--- config.mk ---
export PLATFORM = sky130hd
export DESIGN_NAME = aska_npg_pulse_monitor
export DESIGN_NICKNAME = d
export VERILOG_FILES = /design/src/rtl/aska_npg_pulse_monitor.sv
export SDC_FILE = /design/constraint.sdc
export NUM_CORES = 1
export LEC_CHECK = 0
export ABC_AREA = 1
export CORE_UTILIZATION = 45
export CTS_CLUSTER_SIZE = 8
export DETAILED_ROUTE_END_ITERATION = 7
export PLACE_DENSITY_LB_ADDON = 0.3
export RECOVER_POWER = 25
export SYNTH_ARGS = -nofsm -noshare
export SYNTH_HDL_FRONTEND = slang
export SYNTH_SLANG_ARGS = --single-unit
--- constraint.sdc ---
create_clock -name clk -period 3.5 [get_ports clk]
set_input_delay 0.7 -clock clk [delete_from_list [all_inputs] [get_ports clk]]
set_output_delay 0.7 -clock clk [all_outputs]
set_load 0.05 [all_outputs]
--- src/rtl/aska_npg_pulse_monitor.sv ---
// ---------------------------------------------------------------------------
// aska_npg_pulse_monitor
//   Receive-side checker for the ASKA NPG electrode switch bus. It decodes
//   each biphasic pulse (anode/cathode, phase-1, inter-phase gap and phase-2
//   lengths). It also measures the start-to-start period and the pulses per
//   ON train, and it flags malformed switch patterns.
//
// Ports
//   clk, reset                 clock, synchronous active-high reset
//   up_switches[3:0]           high-side switches, bit i = electrode i
//   down_switches[3:0]         low-side switches
//   pulse_valid                1-cycle strobe: pulse decoded; the fields
//                              anode/cathode/ph1_len/gap_len/ph2_len/
//                              balance_err update with it and then hold
//   period_valid, period       1-cycle strobe + start-to-start cycle count
//   train_end, pulse_count     1-cycle strobe + pulses in the finished train
//   err_valid, err_code        1-cycle strobe + abort cause
//                              (1 shoot-through, 2 bad pattern,
//                               3 gap timeout, 4 wrong phase-2 pair)
// ---------------------------------------------------------------------------
module aska_npg_pulse_monitor #(
  parameter int LEN_W     = 8,
  parameter int PERIOD_W  = 12,
  parameter int MAX_GAP   = 16,
  parameter int TRAIN_GAP = 2000
) (
  input  logic                clk,
  input  logic                reset,
  input  logic [3:0]          up_switches,
  input  logic [3:0]          down_switches,
  output logic                pulse_valid,
  output logic [1:0]          anode,
  output logic [1:0]          cathode,
  output logic [LEN_W-1:0]    ph1_len,
  output logic [LEN_W-1:0]    gap_len,
  output logic [LEN_W-1:0]    ph2_len,
  output logic                balance_err,
  output logic                period_valid,
  output logic [PERIOD_W-1:0] period,
  output logic                train_end,
  output logic [9:0]          pulse_count,
  output logic                err_valid,
  output logic [2:0]          err_code
);

  typedef enum logic [1:0] {IDLE, PH1, GAP, PH2} state_t;

  localparam logic [LEN_W-1:0]    LEN_MAX = '1;
  localparam logic [PERIOD_W-1:0] PER_MAX = '1;
  localparam logic [LEN_W-1:0]    GAP_LIM = LEN_W'(MAX_GAP);
  localparam logic [PERIOD_W-1:0] TG_LIM  = PERIOD_W'(TRAIN_GAP);

  function automatic logic [1:0] enc(input logic [3:0] v);
    enc = v[3] ? 2'd3 : v[2] ? 2'd2 : v[1] ? 2'd1 : 2'd0;
  endfunction

  // Input register; all decoding works from the registered copy.
  logic [3:0] up_q, dn_q;
  always_ff @(posedge clk) begin
    if (reset) begin
      up_q <= '0;
      dn_q <= '0;
    end else begin
      up_q <= up_switches;
      dn_q <= down_switches;
    end
  end

  // Per-cycle classification. A pair with a shared index is a short, so
  // rejecting shorts first leaves only pairs on different electrodes.
  logic       c_none, c_short, c_pair, c_other;
  logic [1:0] up_idx, dn_idx;
  logic [1:0] an_r, ca_r;
  logic       is_a, is_b;

  always_comb begin
    c_none  = (up_q == 4'd0) && (dn_q == 4'd0);
    c_short = |(up_q & dn_q);
    c_pair  = !c_short && $onehot(up_q) && $onehot(dn_q);
    c_other = !c_none && !c_short && !c_pair;
    up_idx  = enc(up_q);
    dn_idx  = enc(dn_q);
    is_a    = c_pair && (up_idx == an_r) && (dn_idx == ca_r);
    is_b    = c_pair && (up_idx == ca_r) && (dn_idx == an_r);
  end

  // FSM
  state_t           state, state_nx;
  logic [LEN_W-1:0] ph1_c, gap_c, ph2_c;
  logic             start, ph1_inc, gap_set, gap_inc, ph2_set, ph2_inc, done, err;
  logic [2:0]       code;

  always_ff @(posedge clk) begin
    if (reset) state <= IDLE;
    else       state <= state_nx;
  end

  always_comb begin
    state_nx = state;
    start    = 1'b0;
    ph1_inc  = 1'b0;
    gap_set  = 1'b0;
    gap_inc  = 1'b0;
    ph2_set  = 1'b0;
    ph2_inc  = 1'b0;
    done     = 1'b0;
    err      = 1'b0;
    code     = 3'd0;
    if (c_short) begin
      err = 1'b1; code = 3'd1; state_nx = IDLE;
    end else if (c_other) begin
      err = 1'b1; code = 3'd2; state_nx = IDLE;
    end else begin
      case (state)
        IDLE: if (c_pair) begin start = 1'b1; state_nx = PH1; end
        PH1: begin
          if (is_a)        ph1_inc = 1'b1;
          else if (c_none) begin gap_set = 1'b1; state_nx = GAP; end
          else if (is_b)   begin ph2_set = 1'b1; state_nx = PH2; end
          else             begin err = 1'b1; code = 3'd4; state_nx = IDLE; end
        end
        GAP: begin
          if (c_none) begin
            if (gap_c == GAP_LIM) begin err = 1'b1; code = 3'd3; state_nx = IDLE; end
            else                  gap_inc = 1'b1;
          end else if (is_b) begin
            ph2_set = 1'b1; state_nx = PH2;
          end else begin
            err = 1'b1; code = 3'd4; state_nx = IDLE;
          end
        end
        PH2: begin
          if (is_b)        ph2_inc = 1'b1;
          else if (c_none) begin done = 1'b1; state_nx = IDLE; end
          else             begin err = 1'b1; code = 3'd4; state_nx = IDLE; end
        end
        default: state_nx = IDLE;
      endcase
    end
  end

  // Pulse measurement counters (saturating)
  always_ff @(posedge clk) begin
    if (reset) begin
      an_r  <= '0;
      ca_r  <= '0;
      ph1_c <= '0;
      gap_c <= '0;
      ph2_c <= '0;
    end else begin
      if (start) begin
        an_r  <= up_idx;
        ca_r  <= dn_idx;
        ph1_c <= LEN_W'(1);
        gap_c <= '0;
        ph2_c <= '0;
      end
      if (ph1_inc && ph1_c != LEN_MAX) ph1_c <= ph1_c + 1'b1;
      if (gap_set)                     gap_c <= LEN_W'(1);
      if (gap_inc && gap_c != LEN_MAX) gap_c <= gap_c + 1'b1;
      if (ph2_set)                     ph2_c <= LEN_W'(1);
      if (ph2_inc && ph2_c != LEN_MAX) ph2_c <= ph2_c + 1'b1;
    end
  end

  // Decode / error outputs: strobes last one cycle, data holds
  always_ff @(posedge clk) begin
    if (reset) begin
      pulse_valid <= 1'b0;
      anode       <= '0;
      cathode     <= '0;
      ph1_len     <= '0;
      gap_len     <= '0;
      ph2_len     <= '0;
      balance_err <= 1'b0;
      err_valid   <= 1'b0;
      err_code    <= '0;
    end else begin
      pulse_valid <= done;
      err_valid   <= err;
      if (done) begin
        anode       <= an_r;
        cathode     <= ca_r;
        ph1_len     <= ph1_c;
        gap_len     <= gap_c;
        ph2_len     <= ph2_c;
        balance_err <= (ph1_c != ph2_c);
      end
      if (err) err_code <= code;
    end
  end

  // Period and train tracking. A start in the same cycle as the train
  // timeout takes priority, so the train keeps running.
  logic                train_run;
  logic [PERIOD_W-1:0] per_cnt;
  logic [9:0]          pulse_cnt, pc_nx;

  always_comb pc_nx = (done && pulse_cnt != 10'h3ff) ? pulse_cnt + 10'd1 : pulse_cnt;

  always_ff @(posedge clk) begin
    if (reset) begin
      train_run    <= 1'b0;
      per_cnt      <= '0;
      pulse_cnt    <= '0;
      period_valid <= 1'b0;
      period       <= '0;
      train_end    <= 1'b0;
      pulse_count  <= '0;
    end else begin
      period_valid <= 1'b0;
      train_end    <= 1'b0;
      pulse_cnt    <= pc_nx;
      if (start) begin
        if (train_run) begin
          period       <= per_cnt;
          period_valid <= 1'b1;
        end
        per_cnt   <= PERIOD_W'(1);
        train_run <= 1'b1;
      end else if (train_run) begin
        if (per_cnt == TG_LIM) begin
          train_end   <= 1'b1;
          pulse_count <= pc_nx;
          pulse_cnt   <= '0;
          train_run   <= 1'b0;
          per_cnt     <= '0;
        end else if (per_cnt != PER_MAX) begin
          per_cnt <= per_cnt + 1'b1;
        end
      end
    end
  end

endmodule

==> metrics.csv <==
metric,value,unit
Port Buf Inserts,67,
HP Class,reg -> reg,
Post-Layout Cell Count,1063,
"Avg Cell Area, Syn",7.22,um2
Crit path largest cell delay,0.49,ns
critical path type,reg -> reg,
most instantiated cells after synthesis,"nand2_1, dfxtp_1, inv_1",
WL/cell,12.7,um
# fillers,1185,
CP arrival,3.32,ns
Clock Latency Late Sink,0.42,ns
global route total overflow,0,
Peak VDD IR,0.318,mV
Clock Sinks,119,
WP buf/inv,4,
Final GP Congestion,0.950,
status,completed,
initial antenna violation count,0,
Tightest Pin Transition,0.698,ns
Routed WL,13500,um
main area contributors after synthesis,"dfxtp_1, nand2_1, a21oi_1",
max_cap viols,0,
critical-path maximum fanout,13,
setup TNS,0,ns
Ys Warns,0,
Diodes inserted,0,
Hold Fails Final Rpt,0,
GRT Total Usage,21.8,%
share of layout cells above drive strength 1,9.65,%
# DRC,0,
top cell type by total area after synthesis,dfxtp_1,
CTS Buf Count,17,
Routed Antenna Nets,0,
CTS clock-pin slew for the worst setup and hold paths,0.05,ns
violation count after the first detailed-route iteration,318,
H-tree levels,4,
Detail Placement HPWL,9590,um
syn nets,843,
clock root buffer,clkbuf_16,
max_slew headroom,53.3,%
Slew Limit Fails,0,
DIE WIDTH,116,um
WP data required,3.78,ns
ys flop type,dfxtp_1,
Max Freq,330,MHz
Post-CTS Setup Inserts,0,
Worst path slowest cell,fa_1,
hold path depth,2,
Crit path max-delay family,simple AND/OR/NAND/NOR gates,
Inst Count DP,1031,
Cell Pwr Density,496,nW/um2
Starting Density,46.3,%
RSZ-0062 raised after global routing,no,
skew final,0.00667,ns
"count leader, synth",nand2_1,
startpoint type of the worst setup path,flop,
first-pass GRT wire length,23000,um
"most used cell, CP",nand2_1,
"FF+latch count, synth",119,
Via Count,5320,
largest net degree at the start of global routing,50,
crit-path cells,"inv_1, fa_1, inv_1, ha_1, ha_1, nor2_1, nand2_1, nor2_1, nand2_2, inv_1, nand2_1, inv_2, nand2_1, nand2_1, a21oi_1",
asr flop ratio synth,0,%
crit end category,flop,
R2R depth,15,
area grow syn2layout,24.9,%
vias in the first global route,4875,
post-synthesis xor/xnor area fraction,1.47,%
nets,908,
Compound-Gate Fraction of Synth Area,13.6,%
CTS tree,done,
cells resized by post-CTS repair,0,
Synth Area in Simple Gates,30.2,%
Post-synth EDFFs,0,
num rows,41,
largest family of logic cells by synthesized area,simple AND/OR/NAND/NOR gates,
core area,12700,um2
sequential fraction of the synthesis area,40.6,%
fin crit period,3.03,ns
Mapped Area,5870,um2
mux contribution to synthesized area,0,%
Finish-stage setup viols,0,
First-pass DRT Iterations,5,
die area,13500,um2
adder-cell area share of the yosys netlist,4.52,%
area share of the largest cell type after synthesis,40.6,%
vias per cell,5.00,
clk buf depth,2,
Post-Syn Instances,813,
IO Pins,68,
period utilisation layout,86.7,%
DIE HEIGHT,116,um
hold buffers post-CTS,0,
Yosys cell types,43,
critical path depth,15,
Pleak,0.00309,uW
==> routing by layer <==
layer	vias to the layer above	wire, um	part of all wire, %	global-route usage [%]
met5	-	0	0	0
met4	0	231	1.7	8.38
met3	21	633	4.7	5.66
met2	116	6130	46	34.8
met1	2410	6470	48	28.2
li1	2773	-	-	-
==> power breakdown <==
group | internal, uW | leakage (uW) | switching (uW)
registers | 1380 | 0.000962 | 24.7
clock network | 1370 | 0.000321 | 619
logic | 77.4 | 0.00181 | 171
==> final cells by class <==
type                       instances  area (um2)  share of cell area, %
clock buffer                      19         453                   6.18
clock inverter                    13         225                   3.07
inverter                         109         410                   5.60
multi-input combinational        559        2930                   40.0
sequential                       119        2380                   32.5
tap                              172         215                   2.94
timing repair buffer              72         714                   9.75
==> final timing paths <==
check	end	slack [ns]	from
max reg2reg	period[2]	0.47	dn_q[3]
min reg2reg	pulse_count[6]	0.45	pulse_count[6]
min	pulse_count[6]	0.45	pulse_count[6]
max	period[2]	0.47	dn_q[3]
==> per-stage QoR <==
stage | utilization [%] | worst slack (ns) | hold slack (ns) | instance area (um2) | total power [uW]
after floorplan | - | 0.884 | 0.452 | 5870 | 1610
after global placement | 52.5 | 0.590 | 0.438 | 6650 | 1680
after detailed placement | 52.5 | 0.484 | 0.438 | 6650 | 1680
after CTS | 57.8 | 0.472 | 0.451 | 7330 | 3670
after global routing | 57.8 | 0.174 | 0.466 | 7330 | 3760
final | 57.8 | 0.467 | 0.447 | 7330 | 3640
==> flip-flops by register name, summed over array words and instances, names as in the netlist, 3 cells and up <==
| register | count |
|---|---|
| pulse_count | 10 |
| ph2_len | 8 |
| err_code | 3 |
| gap_len | 8 |
| ph1_len | 8 |
| period | 12 |
| ph1_c | 8 |
| ph2_c | 8 |
| gap_c | 8 |
| dn_q | 4 |
| up_q | 4 |
| pulse_cnt | 10 |
| per_cnt | 12 |
==> kinds of logic (layout without fill, tap and decap cells) <==
logic type | count (synthesis) | count (layout)
adder cells (fa/ha/maj) | 20 | 20
buffers and inverters | 135 | 213
flip-flops | 119 | 119
XOR/XNOR | 9 | 9
AND/OR/NAND/NOR | 380 | 380
AO/OA/AOI/OAI | 150 | 150
==> cells in the final DEF, fill, tap and decap left out, drive strengths merged, types with 5 or more instances in the layout <==
| cell | count |
|---|---|
| a21oi | 88 |
| buf | 5 |
| bufinv | 6 |
| clkbuf | 20 |
| clkdlybuf4s50 | 30 |
| dfxtp | 119 |
| dlygate4sd3 | 36 |
| ha | 18 |
| inv | 108 |
| nand2 | 187 |
| nand3 | 68 |
| nand4 | 12 |
| nor2 | 77 |
| nor3 | 24 |
| o21ai | 52 |
| or2 | 5 |
| xor2 | 8 |
==> tightest hold or removal path, stage by stage, from the launching register on <==
cell and delay (ns):
dfxtp_1 0.30, nand2_1 0.06, nand2_1 0.04
Power figures use the tool's default switching activity.
